--- config.mk ---
export PLATFORM = sky130hd
export DESIGN_NAME = linebuf_reader
export DESIGN_NICKNAME = d
export VERILOG_FILES = /design/src/rtl/linebuf_pkg.sv /design/src/rtl/linebuf_align_pipe.sv /design/src/rtl/linebuf_reader.sv
export SDC_FILE = /design/constraint.sdc
export NUM_CORES = 1
export LEC_CHECK = 0
export CAP_MARGIN = 40
export CORE_UTILIZATION = 55
export CTS_CLUSTER_SIZE = 25
export DETAILED_ROUTE_END_ITERATION = 8
export PLACE_DENSITY = 0.8
export SETUP_SLACK_MARGIN = 0.2
export SYNTH_ARGS = -nofsm -noshare
export SYNTH_HDL_FRONTEND = slang
export SYNTH_SLANG_ARGS = --single-unit
--- constraint.sdc ---
create_clock -name clock -period 5 [get_ports clock]
set_clock_uncertainty 0.2 [all_clocks]
set_input_delay 0.5 -clock clock [delete_from_list [all_inputs] [get_ports clock]]
set_output_delay 0.5 -clock clock [all_outputs]
set_load 0.05 [all_outputs]
--- src/rtl/linebuf_pkg.sv ---
// Shared types and constants for the pixel line-buffer read side.
package linebuf_pkg;

  typedef enum logic [1:0] {
    ST_IDLE   = 2'd0,
    ST_WAIT   = 2'd1,
    ST_ACTIVE = 2'd2,
    ST_BLANK  = 2'd3
  } lb_state_e;

  localparam int PIXEL_W       = 24;
  localparam int RAM_WIDTH_DEF = 10;

  typedef logic [PIXEL_W-1:0] pixel_t;

  // Counter width for a count bound: one spare bit above $clog2.
  function automatic int cnt_w(input int bound);
    return $clog2(bound) + 1;
  endfunction

endpackage

--- src/rtl/linebuf_align_pipe.sv ---
// Delay line that carries read-side markers alongside the buffer RAM latency.
module linebuf_align_pipe #(
  parameter int DEPTH = 3,
  parameter int W     = 3
) (
  input  logic         clock,
  input  logic         reset,
  input  logic [W-1:0] in_i,
  output logic         tap_valid_o,
  output logic [W-1:0] out_o
);

  logic [DEPTH*W-1:0] sh_q;

  always_ff @(posedge clock) begin
    if (reset) begin
      sh_q <= '0;
    end else begin
      sh_q <= {sh_q[(DEPTH-1)*W-1:0], in_i};
    end
  end

  // MSB of the stage before last: the RAM data is valid in this cycle.
  assign tap_valid_o = sh_q[(DEPTH-1)*W-1];
  assign out_o       = sh_q[DEPTH*W-1 -: W];

endmodule

--- src/rtl/linebuf_reader.sv ---
// Read side of the pixel line buffer: waits a fill margin after the frame trigger,
// then streams LINES x PIXELS_PER_LINE pixels with per-line blanking.
//
// state  | meaning
// IDLE   | no frame in progress
// WAIT   | fill margin countdown after starttrigger
// ACTIVE | one buffer read per cycle for the current line
// BLANK  | inter-line gap, no reads
module linebuf_reader
  import linebuf_pkg::*;
#(
  parameter int RAM_WIDTH       = RAM_WIDTH_DEF,
  parameter int PIXELS_PER_LINE = 640,
  parameter int LINES           = 480,
  parameter int H_BLANK         = 160,
  parameter int START_DELAY     = 1280,
  parameter int RAM_LATENCY     = 2
) (
  input  logic                 clock,
  input  logic                 reset,
  input  logic                 starttrigger,
  output logic                 rden,
  output logic [RAM_WIDTH-1:0] rdaddr,
  input  logic [PIXEL_W-1:0]   rddata,
  output logic [PIXEL_W-1:0]   out_data,
  output logic                 out_de,
  output logic                 out_lstart,
  output logic                 out_fstart,
  output logic                 busy,
  output logic                 trig_err
);

  localparam int PIX_W  = cnt_w(PIXELS_PER_LINE);
  localparam int LINE_W = cnt_w(LINES);
  localparam int BLK_W  = cnt_w(H_BLANK);
  localparam int DLY_W  = cnt_w(START_DELAY);

  localparam logic [PIX_W-1:0]  LAST_PIX  = PIX_W'(PIXELS_PER_LINE - 1);
  localparam logic [LINE_W-1:0] LAST_LINE = LINE_W'(LINES - 1);
  localparam logic [BLK_W-1:0]  BLK_INIT  = BLK_W'(H_BLANK - 1);
  localparam logic [DLY_W-1:0]  DLY_INIT  = DLY_W'(START_DELAY - 1);

  lb_state_e            state_q;
  logic [PIX_W-1:0]     pix_q;
  logic [LINE_W-1:0]    line_q;
  logic [BLK_W-1:0]     blk_q;
  logic [DLY_W-1:0]     dly_q;
  logic                 rden_q;
  logic [RAM_WIDTH-1:0] rdaddr_q;
  logic                 lstart_q;
  logic                 fstart_q;
  logic                 busy_q;
  logic                 trig_err_q;
  pixel_t               out_data_q;
  pixel_t               out_data_d;

  logic                 tap_valid;
  logic [2:0]           pipe_out;

  always_ff @(posedge clock) begin
    if (reset) begin
      state_q    <= ST_IDLE;
      pix_q      <= '0;
      line_q     <= '0;
      blk_q      <= '0;
      dly_q      <= '0;
      rden_q     <= 1'b0;
      rdaddr_q   <= '0;
      lstart_q   <= 1'b0;
      fstart_q   <= 1'b0;
      busy_q     <= 1'b0;
      trig_err_q <= 1'b0;
    end else begin
      trig_err_q <= 1'b0;
      if (starttrigger) begin
        // A trigger always (re)starts the frame; while busy it also aborts.
        state_q    <= ST_WAIT;
        busy_q     <= 1'b1;
        dly_q      <= DLY_INIT;
        rden_q     <= 1'b0;
        lstart_q   <= 1'b0;
        fstart_q   <= 1'b0;
        rdaddr_q   <= '0;
        trig_err_q <= busy_q;
      end else begin
        case (state_q)
          ST_IDLE: begin
          end
          ST_WAIT: begin
            if (dly_q == '0) begin
              state_q  <= ST_ACTIVE;
              rden_q   <= 1'b1;
              lstart_q <= 1'b1;
              fstart_q <= 1'b1;
              pix_q    <= '0;
              line_q   <= '0;
              rdaddr_q <= '0;
            end else begin
              dly_q <= dly_q - DLY_W'(1);
            end
          end
          ST_ACTIVE: begin
            rdaddr_q <= rdaddr_q + RAM_WIDTH'(1);
            lstart_q <= 1'b0;
            fstart_q <= 1'b0;
            if (pix_q == LAST_PIX) begin
              rden_q <= 1'b0;
              if (line_q == LAST_LINE) begin
                state_q <= ST_IDLE;
                busy_q  <= 1'b0;
              end else begin
                state_q <= ST_BLANK;
                blk_q   <= BLK_INIT;
              end
            end else begin
              pix_q <= pix_q + PIX_W'(1);
            end
          end
          ST_BLANK: begin
            if (blk_q == '0) begin
              state_q  <= ST_ACTIVE;
              rden_q   <= 1'b1;
              lstart_q <= 1'b1;
              pix_q    <= '0;
              line_q   <= line_q + LINE_W'(1);
            end else begin
              blk_q <= blk_q - BLK_W'(1);
            end
          end
          default: state_q <= ST_IDLE;
        endcase
      end
    end
  end

  linebuf_align_pipe #(
    .DEPTH(RAM_LATENCY + 1),
    .W    (3)
  ) u_align (
    .clock      (clock),
    .reset      (reset),
    .in_i       ({rden_q, lstart_q, fstart_q}),
    .tap_valid_o(tap_valid),
    .out_o      (pipe_out)
  );

  always_comb begin
    out_data_d = out_data_q;
    if (tap_valid) out_data_d = rddata;
  end

  always_ff @(posedge clock) begin
    if (reset) out_data_q <= '0;
    else       out_data_q <= out_data_d;
  end

  assign rden       = rden_q;
  assign rdaddr     = rdaddr_q;
  assign busy       = busy_q;
  assign trig_err   = trig_err_q;
  assign out_data   = out_data_q;
  assign out_de     = pipe_out[2];
  assign out_lstart = pipe_out[1];
  assign out_fstart = pipe_out[0];

endmodule

==> results.txt <==
Cell internal power was estimated by the tool at 0.00117 W. The final count of pins violating max slew came to 0. The delay of the slowest critical-path stage is 0.73 ns. The clock tree buffer depth came out at 2. After detailed routing, the average wire length per cell comes to 14.2 µm. The simple-gate share of the synthesized area came out at 0.247. The smallest clock period supported by the final layout is computed as 3.02 ns.

The via count of the first global-routing pass was 3090. The maximum level of the CTS H-tree is 3. Based on the critical path, the design can be clocked at up to 331 MHz. The number of nets handed over by synthesis was 480. The kind of cell with the highest combined delay along the critical path is compound AO/OA/AOI/OAI gates. The clock network latency to the later pin of the worst-skew pair is 0.35 ns. The compound-cell area share of the yosys netlist is 0.115. The top flip-flop cell by instance count after synthesis is dfxtp_1. The pin count of the biggest net entering global routing is 36. The starting density of the core came out at 0.567. The clock network power share came out at 0.380.

The critical path goes through inv_1, ha_1, or4b_1, o41a_1, or3_1, o21ai_0, a21oi_1. Max-cap violations in this run came to 0. The iteration-0 DRC count of the detailed router is 116. Yosys attributes the largest share of cell area to dfxtp_1 (45%), mux2i_1 (6.1%), nor2_1 (6.1%).

67 I/O pins were placed. Wires add up to 8670 µm. The initialized floorplan defines 31 standard-cell rows. The run finished with clean final reports. For this design the static power due to leakage is 1.69 nW. The die footprint is 0.00779 mm².

In the final layout, the multi-input gates occupy 0.00211 mm². In this run the tightest slew margin relative to its limit is 0.386. The worst register-to-register path has a depth of 7. The worst hold-check path type is register to register.

The DRC violation count after routing is 0. Summed over all instances, the cell type with the most area after synthesis is dfxtp_1. The period utilization is 0.605. CTS placed an instance of clkbuf_8 at the clock tree root. In this run the most critical hold path is launched from u_align.sh_q[0]$_SDFF_PP0_. The mean area per synthesized cell came out at 9.21 µm².

The number of clock buffers inserted by TritonCTS came out at 9. The mux share of post-synthesis cell area is 0.0612. The number of vias per cell after detailed routing is 5.73. The remaining antenna violation count came out at 0. Compared with the post-synthesis result, the final layout area differs by 24.2%.

The share of synthesized area in the top cell type comes to 0.450. The total negative setup slack is 0 ns. The die height is 88.2 µm. After clock tree synthesis, the flow added hold-fix buffers numbering 0. For this run, the total global-route usage over all layers was measured as 0.229. The largest fanout on the critical path came out at 23. The first-pass GRT wire length is 13900 µm. The master of the slowest instance on the critical path is o41a_1. The quantity of gates resized following cts is 0. The combinational family with the most area after synthesis is simple AND/OR/NAND/NOR gates. During synthesis, Yosys emitted a total of 0 warnings.

The buffers inserted during post-CTS setup optimization is 0. The switching portion of total power is 0.254. The number of buffer cells added on primary ports came out at 66.

The required arrival time at the worst endpoint is 5.03 ns. The maximum resistive drop on vdd came out at 0.187 mV. STA classifies the critical path endpoint as a register.

CTS saw 92 sinks. Along the worst hold path, the cell count comes to 1. Counting flops and latches in the post-synthesis netlist gives 92. The worst endpoint data arrival time is 3.06 ns. The adder and majority gate portion of the synthesized area came out at 0.0275. The net switching power figure came out at 0.000399 W. The async set or reset register ratio after synthesis is 0. The critical path class is register to register.

The number of enable flip-flop cells after synthesis came out at 0. The antenna diode count is 0. The post-route standard cell area excluding fillers came out at 0.00508 mm². TritonCTS built the clock tree. Summing all placed instances gives a cell area of 0.00483 mm². Once detailed placement completed, the half-perimeter wirelength came to 6060 µm. After floorplanning, the core was sized to cover 0.00721 mm². The number of filler cells placed in the layout is 585. The number of antenna violations at the first check in global routing came out at 0. In the layout the commonest cells are dfxtp_1 (92), nor2_1 (66), clkdlybuf4s50_1 (65), mux2i_1 (25), a21oi_1 (23). Leaving out fill and tap cells, the most frequent cell in the layout is dfxtp_1. The combinational group share of total power came out at 0.128. The synthesized cell area is 0.00409 mm².

The routed layout has 3497 vias. Setup violations remaining at the end of the flow were counted as 0. For this run, the register share of the synthesized area comes to 0.450. The die extent in x is 88.2 µm.

The aggregate global routing overflow came out at 0. Power spread over the standard cell area amounts to 309 mW/mm². The XOR/XNOR share of the synthesized area came out at 0.0664. Synthesis produced a netlist whose cell count is 444.

Setup repair after global routing left no endpoint under its margin. Of the cells placed in the final design, the portion with a size suffix greater than 1 is 0.0646. The final count of hold timing violations is 0. The CTS clock-pin slew for the worst setup and hold paths is 0.10 ns. The final layout contains 542 nets. The reg-to-reg critical path startpoint is dly_q[0]$_SDFFE_PP0P_. Routability-driven placement finished with a final weighted congestion of 0.828. For hold timing, the worst endpoint is u_align.sh_q[3]$_SDFF_PP0_. The number of unique standard cell types used by synthesis came out at 55. For the pin with the worst max-slew slack, the measured transition is 0.922 ns. The worst setup path is launched from a register. The fraction of power consumed by sequential logic came out at 0.492. The endpoint identified for the worst register-to-register timing path is rden$_SDFFE_PP0P_.

The iteration count of the initial detailed-routing pass came out at 5. The count of buffering cells on the critical path with inverters included came out at 1. The internal reg-to-reg setup slack came out at 1.98 ns. The register area is 0.00184 mm².
==> synthesized netlist by cell type (all sizes together), types with 5 or more instances <==
cell type	n
o21ai	9
nor2b	11
nand2	16
nor2	66
nand3	18
clkbuf	15
xnor2	21
mux2i	25
ha	9
inv	10
a21oi	23
nand4	8
xor2	10
or4	8
a31oi	5
or3	7
nor3	7
nor4b	5
dfxtp	92
o31ai	5
nor4	17
buf	6
==> layout make-up <==
type / instances / area share
clock buffer: 9 / 0.0244
clock inverter: 7 / 0.0239
inverter: 12 / 0.00887
multi-input combinational: 319 / 0.416
sequential: 92 / 0.363
tap: 99 / 0.0244
timing repair buffer: 72 / 0.140
==> how the worst max path moves through the flow <==
| stage | from | to | slack, ns | depth (start not counted) |
|---|---|---|---|---|
| 2_1_floorplan | dly_q[0]$_SDFFE_PP0P_ | pix_q[6]$_SDFFE_PP0P_ | 2.49 | 8 |
| 3_3_place_gp | starttrigger | pix_q[8]$_SDFFE_PP0P_ | 1.61 | 6 |
| 3_5_place_dp | starttrigger | pix_q[5]$_SDFFE_PP0P_ | 1.69 | 7 |
| 4_1_cts | dly_q[0]$_SDFFE_PP0P_ | rden$_SDFFE_PP0P_ | 1.96 | 7 |
| 5_1_grt | dly_q[0]$_SDFFE_PP0P_ | pix_q[8]$_SDFFE_PP0P_ | 1.75 | 8 |
| 6_report | dly_q[0]$_SDFFE_PP0P_ | rden$_SDFFE_PP0P_ | 1.98 | 7 |
==> metrics by stage <==
stage                     hold slack, ns  total power [W]  instances  utilization  setup WS, ns
after detailed placement           0.224         0.000986        593        0.669          1.69
after floorplan                    0.214         0.000923        444            -          2.49
after CTS                          0.253          0.00158        609        0.703          1.96
after global placement             0.215         0.000975        590        0.665          1.61
after global routing               0.259          0.00163        610        0.704          1.75
final                              0.250          0.00157        610        0.704          1.98
==> sequential cells by signal, indices dropped and copies added (netlist names), 2 cells and up <==
register	count
blk_q	9
dly_q	12
line_q	10
out_data	24
pix_q	11
rdaddr	10
state_q	2
u_align.sh_q	9
==> cells by family (layout without fill, tap and decap cells) <==
family / after synthesis / in the layout
AO/OA/AOI/OAI: 69 / 69
XOR/XNOR: 31 / 31
adder cells (fa/ha/maj): 9 / 9
buffers and inverters: 33 / 100
flip-flops: 92 / 92
multiplexers: 25 / 25
AND/OR/NAND/NOR: 185 / 185
==> layer usage <==
metal  GRT usage  up-vias  share of wire
met5           0        -              0
met4       0.103        0          0.018
met3      0.0410       16          0.066
met2       0.387      123           0.47
met1       0.285     1632           0.45
li1            -     1726              -
==> worst register-to-register path: stages (launching register included) <==
cell and delay, ns:
dfxtp_1 0.35, inv_1 0.07, ha_1 0.26, or4b_1 0.48
o41a_1 0.73, or3_1 0.53, o21ai_0 0.21, a21oi_1 0.08
==> power by group through the flow <==
stage	Sequential [W]	Clock [W]	Combinational (W)
floorplan	0.000799	0	0.000124
global placement	0.000787	0	0.000188
CTS	0.000771	0.000608	0.000199
detailed placement	0.000788	0	0.000198
finish	0.000771	0.000596	0.000200
global route	0.000774	0.000637	0.000220
Power figures use the tool's default switching activity.
